<file path="src/rtl/compare_pipe.sv">
// compare_pipe: two-stage valid/ready compare pipeline with a sideband tag.
// Define COMPARE_PIPE_UNSIGNED_EN to enable the unsigned ops (110, 111); otherwise they report illegal_op.
module compare_pipe #(
    parameter int WIDTH = 32,
    parameter int TAG_W = 5
) (
    input  logic             clk,
    input  logic             rst,
    input  logic             in_valid,
    output logic             in_ready,
    input  logic [WIDTH-1:0] busA,
    input  logic [WIDTH-1:0] busB,
    input  logic [2:0]       func_choice,
    input  logic [TAG_W-1:0] in_tag,
    output logic             out_valid,
    input  logic             out_ready,
    output logic             comp_result,
    output logic [TAG_W-1:0] out_tag,
    output logic             illegal_op
);

    typedef enum logic [2:0] {
        OP_EQ  = 3'b000,
        OP_NE  = 3'b001,
        OP_LT  = 3'b010,
        OP_GT  = 3'b011,
        OP_LE  = 3'b100,
        OP_GE  = 3'b101,
        OP_LTU = 3'b110,
        OP_GEU = 3'b111
    } op_e;

    logic             s1_valid_q, s1_valid_d;
    logic             s1_lt_q, s1_lt_d;
    logic             s1_eq_q, s1_eq_d;
    op_e              s1_op_q, s1_op_d;
    logic [TAG_W-1:0] s1_tag_q, s1_tag_d;

    logic             s2_valid_q, s2_valid_d;
    logic             s2_result_q, s2_result_d;
    logic             s2_illegal_q, s2_illegal_d;
    logic [TAG_W-1:0] s2_tag_q, s2_tag_d;

    logic             s1_load, s2_load;
    logic [WIDTH:0]   a_ext, b_ext, diff;

    // One extra bit keeps A-B exact, so its top bit is the less-than flag for either signedness.
`ifdef COMPARE_PIPE_UNSIGNED_EN
    assign a_ext = (func_choice[2:1] == 2'b11) ? {1'b0, busA} : {busA[WIDTH-1], busA};
    assign b_ext = (func_choice[2:1] == 2'b11) ? {1'b0, busB} : {busB[WIDTH-1], busB};
`else
    assign a_ext = {busA[WIDTH-1], busA};
    assign b_ext = {busB[WIDTH-1], busB};
`endif
    assign diff = a_ext - b_ext;

    assign s2_load  = !s2_valid_q || out_ready;
    assign s1_load  = !s1_valid_q || s2_load;
    assign in_ready = s1_load;

    // NOTE: every always_comb output gets its hold value first, so no path can infer a latch.
    always_comb begin
        s1_valid_d = s1_valid_q;
        s1_lt_d    = s1_lt_q;
        s1_eq_d    = s1_eq_q;
        s1_op_d    = s1_op_q;
        s1_tag_d   = s1_tag_q;
        if (s1_load) begin
            s1_valid_d = in_valid;
            if (in_valid) begin
                s1_lt_d  = diff[WIDTH];
                s1_eq_d  = (diff == '0);
                s1_op_d  = op_e'(func_choice);
                s1_tag_d = in_tag;
            end
        end
    end

    always_comb begin
        s2_valid_d   = s2_valid_q;
        s2_result_d  = s2_result_q;
        s2_illegal_d = s2_illegal_q;
        s2_tag_d     = s2_tag_q;
        if (s2_load) begin
            s2_valid_d   = s1_valid_q;
            s2_result_d  = 1'b0;
            s2_illegal_d = 1'b0;
            if (s1_valid_q) begin
                s2_tag_d = s1_tag_q;
                case (s1_op_q)
                    OP_EQ:  s2_result_d = s1_eq_q;
                    OP_NE:  s2_result_d = !s1_eq_q;
                    OP_LT:  s2_result_d = s1_lt_q;
                    OP_GT:  s2_result_d = !s1_lt_q && !s1_eq_q;
                    OP_LE:  s2_result_d = s1_lt_q || s1_eq_q;
                    OP_GE:  s2_result_d = !s1_lt_q;
`ifdef COMPARE_PIPE_UNSIGNED_EN
                    OP_LTU: s2_result_d = s1_lt_q;
                    OP_GEU: s2_result_d = !s1_lt_q;
`else
                    OP_LTU: s2_illegal_d = 1'b1;
                    OP_GEU: s2_illegal_d = 1'b1;
`endif
                    default: s2_illegal_d = 1'b1;
                endcase
            end
        end
    end

    // NOTE: state flops use non-blocking assignments so every stage samples pre-edge values.
    always_ff @(posedge clk or posedge rst) begin
        if (rst) begin
            s1_valid_q   <= 1'b0;
            s1_lt_q      <= 1'b0;
            s1_eq_q      <= 1'b0;
            s1_op_q      <= OP_EQ;
            s1_tag_q     <= '0;
            s2_valid_q   <= 1'b0;
            s2_result_q  <= 1'b0;
            s2_illegal_q <= 1'b0;
            s2_tag_q     <= '0;
        end else begin
            s1_valid_q   <= s1_valid_d;
            s1_lt_q      <= s1_lt_d;
            s1_eq_q      <= s1_eq_d;
            s1_op_q      <= s1_op_d;
            s1_tag_q     <= s1_tag_d;
            s2_valid_q   <= s2_valid_d;
            s2_result_q  <= s2_result_d;
            s2_illegal_q <= s2_illegal_d;
            s2_tag_q     <= s2_tag_d;
        end
    end

    assign out_valid   = s2_valid_q;
    assign comp_result = s2_result_q;
    assign illegal_op  = s2_illegal_q;
    assign out_tag     = s2_tag_q;

endmodule

</file>
<file path="config.mk">
export PLATFORM = sky130hd
export DESIGN_NAME = compare_pipe
export DESIGN_NICKNAME = d
export VERILOG_FILES = /design/src/rtl/compare_pipe.sv
export SDC_FILE = /design/constraint.sdc
export NUM_CORES = 1
export LEC_CHECK = 0
export BUFFER_PORTS_ARGS = -buffer_cell sky130_fd_sc_hd__buf_2
export CORE_MARGIN = 4
export CORE_UTILIZATION = 54
export CTS_CLUSTER_DIAMETER = 120
export DETAILED_ROUTE_END_ITERATION = 6
export GPL_TIMING_DRIVEN = 0
export PLACE_DENSITY = 0.91
export SYNTH_ARGS = -nofsm -noshare
export SYNTH_HDL_FRONTEND = slang
export SYNTH_SLANG_ARGS = --single-unit
export TNS_END_PERCENT = 30
</file>
<file path="constraint.sdc">
create_clock -name clk -period 2.8 [get_ports clk]
set_input_delay 0 -clock clk [delete_from_list [all_inputs] [get_ports clk]]
set_output_delay 0 -clock clk [all_outputs]
set_load 0.005 [all_outputs]
</file>
Word-level counts from Yosys, hierarchy flattened
Cells that the tools add are included.

$add $sub $neg: 1. Eq/ne operators: 7. Mux-type cells: 4. Reduce and logical (&&, ||, !) cells: 13.

Operators with widths (count): $logic_not 33->1 (1); $sub 32x32->33 (1); $eq 3x3->1 const B (4); $eq 3x2->1 const B (2); $pmux 1 s6 (1); $logic_not 1->1 (4); $reduce_and 2->1 (2); $eq 3x1->1 const B (1); $logic_not 3->1 (1); $logic_or 1x1->1 (3); $mux 1 (3); $reduce_or 2->1 (1); $logic_and 1x1->1 (1).

Flip-flop bits (word level): 19. Bits of input ports: 76. Output and inout bits: 9. Word-level logic and storage cells: 34.

Longest topological paths before layout
Gate-level depths: netlist of run 1.

Word-level depth: 4. Gate-level depth with buffers: 13. Gate-level depth less buffers: 13.

Worst setup path before layout of run 1
Ideal clock, no wire load.

Path kind: input to register. Start point: in busA[0]. End point: reg s1_eq_q. Data arrival time: 2559 ps. Required time: 2705 ps. Slack: 146 ps. Stages: 13. Path through: inv_1 ha_1 fa_1 nand2b_1 a211oi_2 nand2b_1 o22ai_1 nor4_1 o2111ai_1 or4_4 a2111oi_4 nand4_1 o31ai_1.

Longest elaborated chain between the ends: 2.

Ends and longest elaborated chain: start: declaration (line 11) `input logic [WIDTH-1:0] busA,`; $sub 32x32->33 (line 55) `assign diff = a_ext - b_ext;`; $logic_not 33->1 (line 72) `s1_eq_d = (diff == '0);`; end signal: assignment (line 125) `s1_eq_q <= s1_eq_d;`; end: declaration (line 35) `logic s1_eq_q, s1_eq_d;`.

No other way between the ends. A chain may end at the register's enable or synchronous reset.

Worst setup path after layout of run 1
Same ends and word-level chain as after synthesis.

==> results.md, run 1 <==
* Chip Height at 82.0 µm
* RR Endpoint: s1_eq_q$_DFFE_PP0P_
* Setup Skew at 0.00199 ns
* Final setup viols at 0
* Worst-path fanout max at 4
* Ys flop type: dfrtp_1
* Final Critical Period at 2.71 ns
* Slew Viols, Final at 0
* Core area at 5200 µm²
* Routed len/inst at 15.2 µm
* Peak VDD IR at 286 µV
* Worst path bufs/invs at 2
* GR Overflow Total at 0
* Layout cells sized above 1 at 30.0%
* Top cells by count, synth: inv_1, ha_1, a21oi_1, nand2_1, nor2_1
* Largest stage delay, worst path at 0.35 ns
* Worst-Skew Late Latency at 0.26 ns
* Vias per inst at 5.81
* Ys async rst share at 100%
* Setup TNS at 0 ns
* Worst Tran Pin Value at 0.691 ns
* Worst path arrival time at 2.88 ns
* PwrDens at 351 nW/µm²
* Residual DRC at 0
* Sequential share of the synthesized area at 16.1%
* First-pass iteration count of the detailed router at 4
* Endpoints failing hold at 0
* Layout Nets at 590
* Starting DRC count in detailed routing at 258
* Total Wirelength at 8380 µm
* Clock Path Buffers at 2
* Buffers on Ports at 84
* Min-Delay Path Class: in2reg
* Multi-input gate area at 2290 µm²
* Initial core utilization at 56.9%
* Largest net degree at the start of global routing at 20
* Pleak at 1.81 nW
* Critical path, cell by cell: buf_2, inv_1, ha_2, fa_2, nand2b_4, a211oi_4, o211ai_1, a21oi_1, o31ai_4, o31ai_4, xnor2_1, nor4b_2, a31oi_1, o31ai_1
* Number of buffers created by CTS at 3
* Vias at 3198
* Area grow syn2layout at 25.5%
* Synth Cell Area at 2960 µm²
* CP top delay family: compound AO/OA/AOI/OAI gates
* H-tree depth at 1
* Clock Sinks at 19
* Post-Syn Area per Cell at 7.75 µm²
* CTS clk-pin slew, worst paths at 0.06 ns
* DRT antenna net count at 0
* R2R depth at 10
* Crit path capture type: flop
* CTS tree: done
* Area leader, netlist: dfrtp_1
* CP Class: in2reg
* Filler cells at 416
* Slew headroom at 53.9%
* Crit start category: primary input
* Top post-synthesis cells by area: dfrtp_1, ha_1, inv_1
* Hold EP: comp_result$_DFFE_PP0P_
* Hold Crit Depth at 4
* CP required at 2.97 ns
* Die area at 6730 µm²
* Chip Width at 82.0 µm
* Tot GR Track Use at 23.9%
* Final Cycle Share at 96.9%
* Worst R2R Setup Slack at 0.11 ns
* Synthesized instance count at 382
* Count leader, synth: inv_1
* Synthesized flop and latch total at 19
* Hold WS at 0.106 ns
* Fmax at 369 MHz
* Most used cell, CP: o31ai_4
* DP HPWL at 6220 µm
* Number of global-route vias before repair at 2891
* Post-CTS Setup Bufs at 0
* Number of flops mapped to enable cells by yosys at 0
* Syn_nets at 491
* Outcome: completed
* Max-Cap Viols at 0
* Initial antenna violation count at 0
* Routability cong. at 0.894
* Ys Warns at 0
* Sequential cell area at 475 µm²
* Distinct cells, synth at 65
* First-pass GRT wire length at 12900 µm
* N_diodes at 0
* Post-layout util at 71.4%
* Post-synth top area share at 16.1%
* Row count at 26
* Ports at 85
* R2r startpoint: s1_valid_q$_DFFE_PP0N_
* Root buf cell: clkbuf_8
* HP Start: out_ready
* Slowest-stage cell, CP: fa_2
repair_timing:
item	CTS	global route
hold buffers	10	0
cloned	0	0
endpoints found under the hold margin	28	0
setup endpoints to repair	1	1
pin swaps	2	5
resized for setup	2	14
per-stage QoR:
step                      cells  power (W)  area, µm²  worst slack (ns)
after detailed placement    536    0.00104       3470            -0.327
after global placement      536    0.00102       3470            -0.283
after CTS                   550    0.00125       3630           0.00343
after global routing        550    0.00139       3720           -0.0351
final                       550    0.00130       3720            0.0881
after floorplan             382   0.000854       2960             0.146
layout make-up:
cell class	count	area share, %
plain buffers	20	3.57
clock buffers	4	1.21
inverters	44	4.44
multi-input cells	299	61.6
flip-flops and latches	19	12.8
well taps	70	2.36
repair buffers	94	14.0
tightest hold or removal path: cells and delay by family:
kind / cells / cell delay [ns]
AND/OR/NAND/NOR: 2 / 0.16
buffers and inverters: 1 / 0.09
AO/OA/AOI/OAI: 1 / 0.07
sequential cells by signal, summed over array words and instances (netlist names):
name,flops
s1_tag_q,5
s1_eq_q,1
s1_op_q,3
illegal_op,1
s1_valid_q,1
out_tag,5
comp_result,1
s1_lt_q,1
out_valid,1
layout by cell type (no fill, tap or decap), drive strengths merged, types with 3 or more instances in the layout:
cell,instances
and2,3
dfrtp,19
inv,44
nand3b,3
a21o,12
a211o,3
nor4,3
nand2b,5
ha,32
nand2,31
nand4,11
mux2,14
a21oi,34
clkbuf,9
xor2,5
nor2,27
nor2b,3
o21bai,6
a31oi,7
nor3,5
o31ai,4
o21ai,25
dlygate4sd3,10
o21a,4
buf,99
xnor2,13
o2111ai,3
a211oi,5
nand3,7
report_power, final:
part | total (W) | switching, W | internal, W
clock network | 0.000188 | 0.0000869 | 0.000101
registers | 0.000356 | 0.0000349 | 0.000321
logic | 0.000759 | 0.000415 | 0.000344
kinds of logic (layout without fill, tap and decap cells):
group,after synthesis,count (layout),synth area share [%]
flip-flops,19,19,16.1
buffers and inverters,64,162,10.1
multiplexers,16,16,6.00
AND/OR/NAND/NOR,107,107,18.2
adder cells (fa/ha/maj),33,33,14.2
AO/OA/AOI/OAI,125,125,30.2
XOR/XNOR,18,18,5.33
how the worst max path moves through the flow:
stage,startpoint,end,slack (ns),cells past startpoint
finish,busA[0],s1_eq_q$_DFFE_PP0P_,0.09,14
global route,busA[0],s1_eq_q$_DFFE_PP0P_,-0.04,14
CTS,busA[0],s1_eq_q$_DFFE_PP0P_,0.003,14
detailed placement,busA[0],s1_eq_q$_DFFE_PP0P_,-0.33,14
global placement,busA[0],s1_eq_q$_DFFE_PP0P_,-0.28,14
floorplan,busA[0],s1_eq_q$_DFFE_PP0P_,0.15,13
routing by layer:
layer | wire length, µm | global-route usage (%) | share of wire [%]
met2 | 4040 | 42.2 | 48
met1 | 3550 | 29.4 | 42
met4 | 248 | 9.63 | 3.0
met5 | 0 | 0 | 0
met3 | 535 | 2.41 | 6.4
Note: power is estimated with default switching activity, not from simulation.
==> run 2: changes to the inputs <==
--- a/config.mk
+++ b/config.mk
@@ -7,11 +7,11 @@
 export LEC_CHECK = 0
 export BUFFER_PORTS_ARGS = -buffer_cell sky130_fd_sc_hd__buf_2
 export CORE_MARGIN = 4
-export CORE_UTILIZATION = 54
+export CORE_UTILIZATION = 58
 export CTS_CLUSTER_DIAMETER = 120
 export DETAILED_ROUTE_END_ITERATION = 6
 export GPL_TIMING_DRIVEN = 0
-export PLACE_DENSITY = 0.91
+export PLACE_DENSITY = 0.95
 export SYNTH_ARGS = -nofsm -noshare
 export SYNTH_HDL_FRONTEND = slang
 export SYNTH_SLANG_ARGS = --single-unit
==> constraint.sdc (replaced) <==
create_clock -name clk -period 3.2 [get_ports clk]
set_input_delay 0 -clock clk [delete_from_list [all_inputs] [get_ports clk]]
set_output_delay 0 -clock clk [all_outputs]
set_load 0.005 [all_outputs]
==> results.md, run 2 (same netlist as run 1, synthesis figures left out) <==
* H-tree depth at 1
* Vias at 3116
* HP Start: func_choice[1]
* DRT antenna net count at 0
* Outcome: completed
* Routed len/inst at 13.9 µm
* R2R depth at 10
* Row count at 25
* Setup TNS at 0 ns
* PwrDens at 303 nW/µm²
* Crit path capture type: flop
* Clock Path Buffers at 2
* N_diodes at 0
* Worst-Skew Late Latency at 0.25 ns
* Buffers on Ports at 84
* Min-Delay Path Class: in2reg
* Worst path arrival time at 3.07 ns
* Slowest-stage cell, CP: or4_4
* First-pass GRT wire length at 12300 µm
* CTS clk-pin slew, worst paths at 0.07 ns
* CP Class: in2reg
* Core area at 4850 µm²
* Final Cycle Share at 90.9%
* Setup Skew at 0.00109 ns
* Hold Crit Depth at 2
* CP required at 3.36 ns
* Residual DRC at 0
* Hold EP: s1_op_q[1]$_DFFE_PP0P_
* Number of global-route vias before repair at 2909
* Worst R2R Setup Slack at 0.42 ns
* Largest net degree at the start of global routing at 20
* Chip Height at 79.4 µm
* Critical path, cell by cell: buf_2, inv_1, ha_1, fa_1, nand2b_1, a211oi_2, nand2b_1, o22ai_1, nor4_1, o2111ai_1, or4_4, a2111oi_4, nand4_1, o31ai_1
* Initial antenna violation count at 0
* Peak VDD IR at 195 µV
* Layout cells sized above 1 at 27.8%
* Final Critical Period at 2.91 ns
* Initial core utilization at 61.1%
* Tot GR Track Use at 23.3%
* Fmax at 344 MHz
* Slew Viols, Final at 0
* Total Wirelength at 7590 µm
* R2r startpoint: s1_valid_q$_DFFE_PP0N_
* Chip Width at 79.4 µm
* Layout Nets at 589
* Pleak at 1.79 nW
* CTS tree: done
* Endpoints failing hold at 0
* Commonest non-fill, non-tap cells in the layout: buf_2, inv_1, ha_1, nand2_1, a21oi_1
* Routability cong. at 0.879
* Most common cell after layout, fill and taps aside: buf_2
* Max-Cap Viols at 0
* RSZ-0062 raised after global routing: false
* Final Instance Area at 3600 µm²
* RR Endpoint: s1_eq_q$_DFFE_PP0P_
* Worst Tran Pin Value at 0.704 ns
* Number of buffers created by CTS at 3
* Largest stage delay, worst path at 0.44 ns
* Area grow syn2layout at 21.6%
* Root buf cell: clkbuf_8
* Most used cell, CP: nand2b_1
* Post-cts resize count at 0
* Clock Sinks at 19
* Starting DRC count in detailed routing at 156
* Worst-path fanout max at 4
* Slew headroom at 53.0%
* GR Overflow Total at 0
* DP HPWL at 6000 µm
* Vias per inst at 5.71
* Die area at 6310 µm²
* First-pass iteration count of the detailed router at 5
* Placed cell areas at 3460 µm²
* Final setup viols at 0
* Crit start category: primary input
* Ports at 85
[run 2: cell types whose count changed in the layout (fill, tap and decap cells not counted), moves of 2 or more]
cell | before | now
nand2b_1 | 3 | 5
nand2b_4 | 2 | 0
nor4_1 | 0 | 2
o31ai_4 | 2 | 0
o31ai_2 | 0 | 2
[run 2: worst max-delay path by stage]
stage	from	to	slack (ns)	depth (start not counted)
global route	busA[0]	s1_eq_q$_DFFE_PP0P_	0.12	14
CTS	busA[0]	s1_eq_q$_DFFE_PP0P_	0.31	14
floorplan	busA[0]	s1_eq_q$_DFFE_PP0P_	0.55	13
global placement	busA[0]	s1_eq_q$_DFFE_PP0P_	0.12	14
finish	busA[0]	s1_eq_q$_DFFE_PP0P_	0.29	14
detailed placement	busA[0]	s1_eq_q$_DFFE_PP0P_	0.06	14
[run 2: timing repair]
item / 4_1_cts / 5_1_grt
endpoints found under the hold margin: 27 / 0
hold buffers: 9 / 0
buffers inserted: 0 / 0
[run 2: layout make-up]
| cell class | instances | area [µm²] |
|---|---|---|
| plain buffers | 20 | 133 |
| clock buffers | 4 | 45.0 |
| flip-flops and latches | 19 | 475 |
| multi-input cells | 299 | 2190 |
| repair buffers | 93 | 510 |
| inverters | 44 | 165 |
| fillers | 343 | 1250 |
| well taps | 67 | 83.8 |
[run 2: critical path, delay by kind of cell]
kind / cells / cell delay, ns
AND/OR/NAND/NOR: 5 / 1.33
AO/OA/AOI/OAI: 5 / 1.00
buffers and inverters: 2 / 0.11
adder cells (fa/ha/maj): 2 / 0.60
[run 2: routing by layer]
metal	track usage (%)	up-vias	wire length, µm
li1	-	1576	-
met1	28.6	1388	3110
met2	43.4	136	3840
met3	1.92	16	536
met4	5.84	0	107
met5	0	-	0
[run 2: stage by stage]
step | hold slack, ns | utilization (%) | instances | total power [W] | setup WS, ns
after global placement | 0.124 | 71.5 | 533 | 0.000885 | 0.117
after CTS | 0.000214 | 74.2 | 546 | 0.00108 | 0.309
final | 0.0115 | 74.2 | 546 | 0.00109 | 0.290
after floorplan | -0.0489 | - | 382 | 0.000747 | 0.546
after detailed placement | 0.131 | 71.5 | 533 | 0.000906 | 0.0623
after global routing | 0.0129 | 74.2 | 546 | 0.00117 | 0.117
[run 2: where the power goes]
part	total, W	internal (W)	switching (W)
Sequential	0.000308	0.000280	0.0000279
Clock	0.000165	0.0000885	0.0000763
Combinational	0.000619	0.000288	0.000331
Total	0.00109	0.000657	0.000435
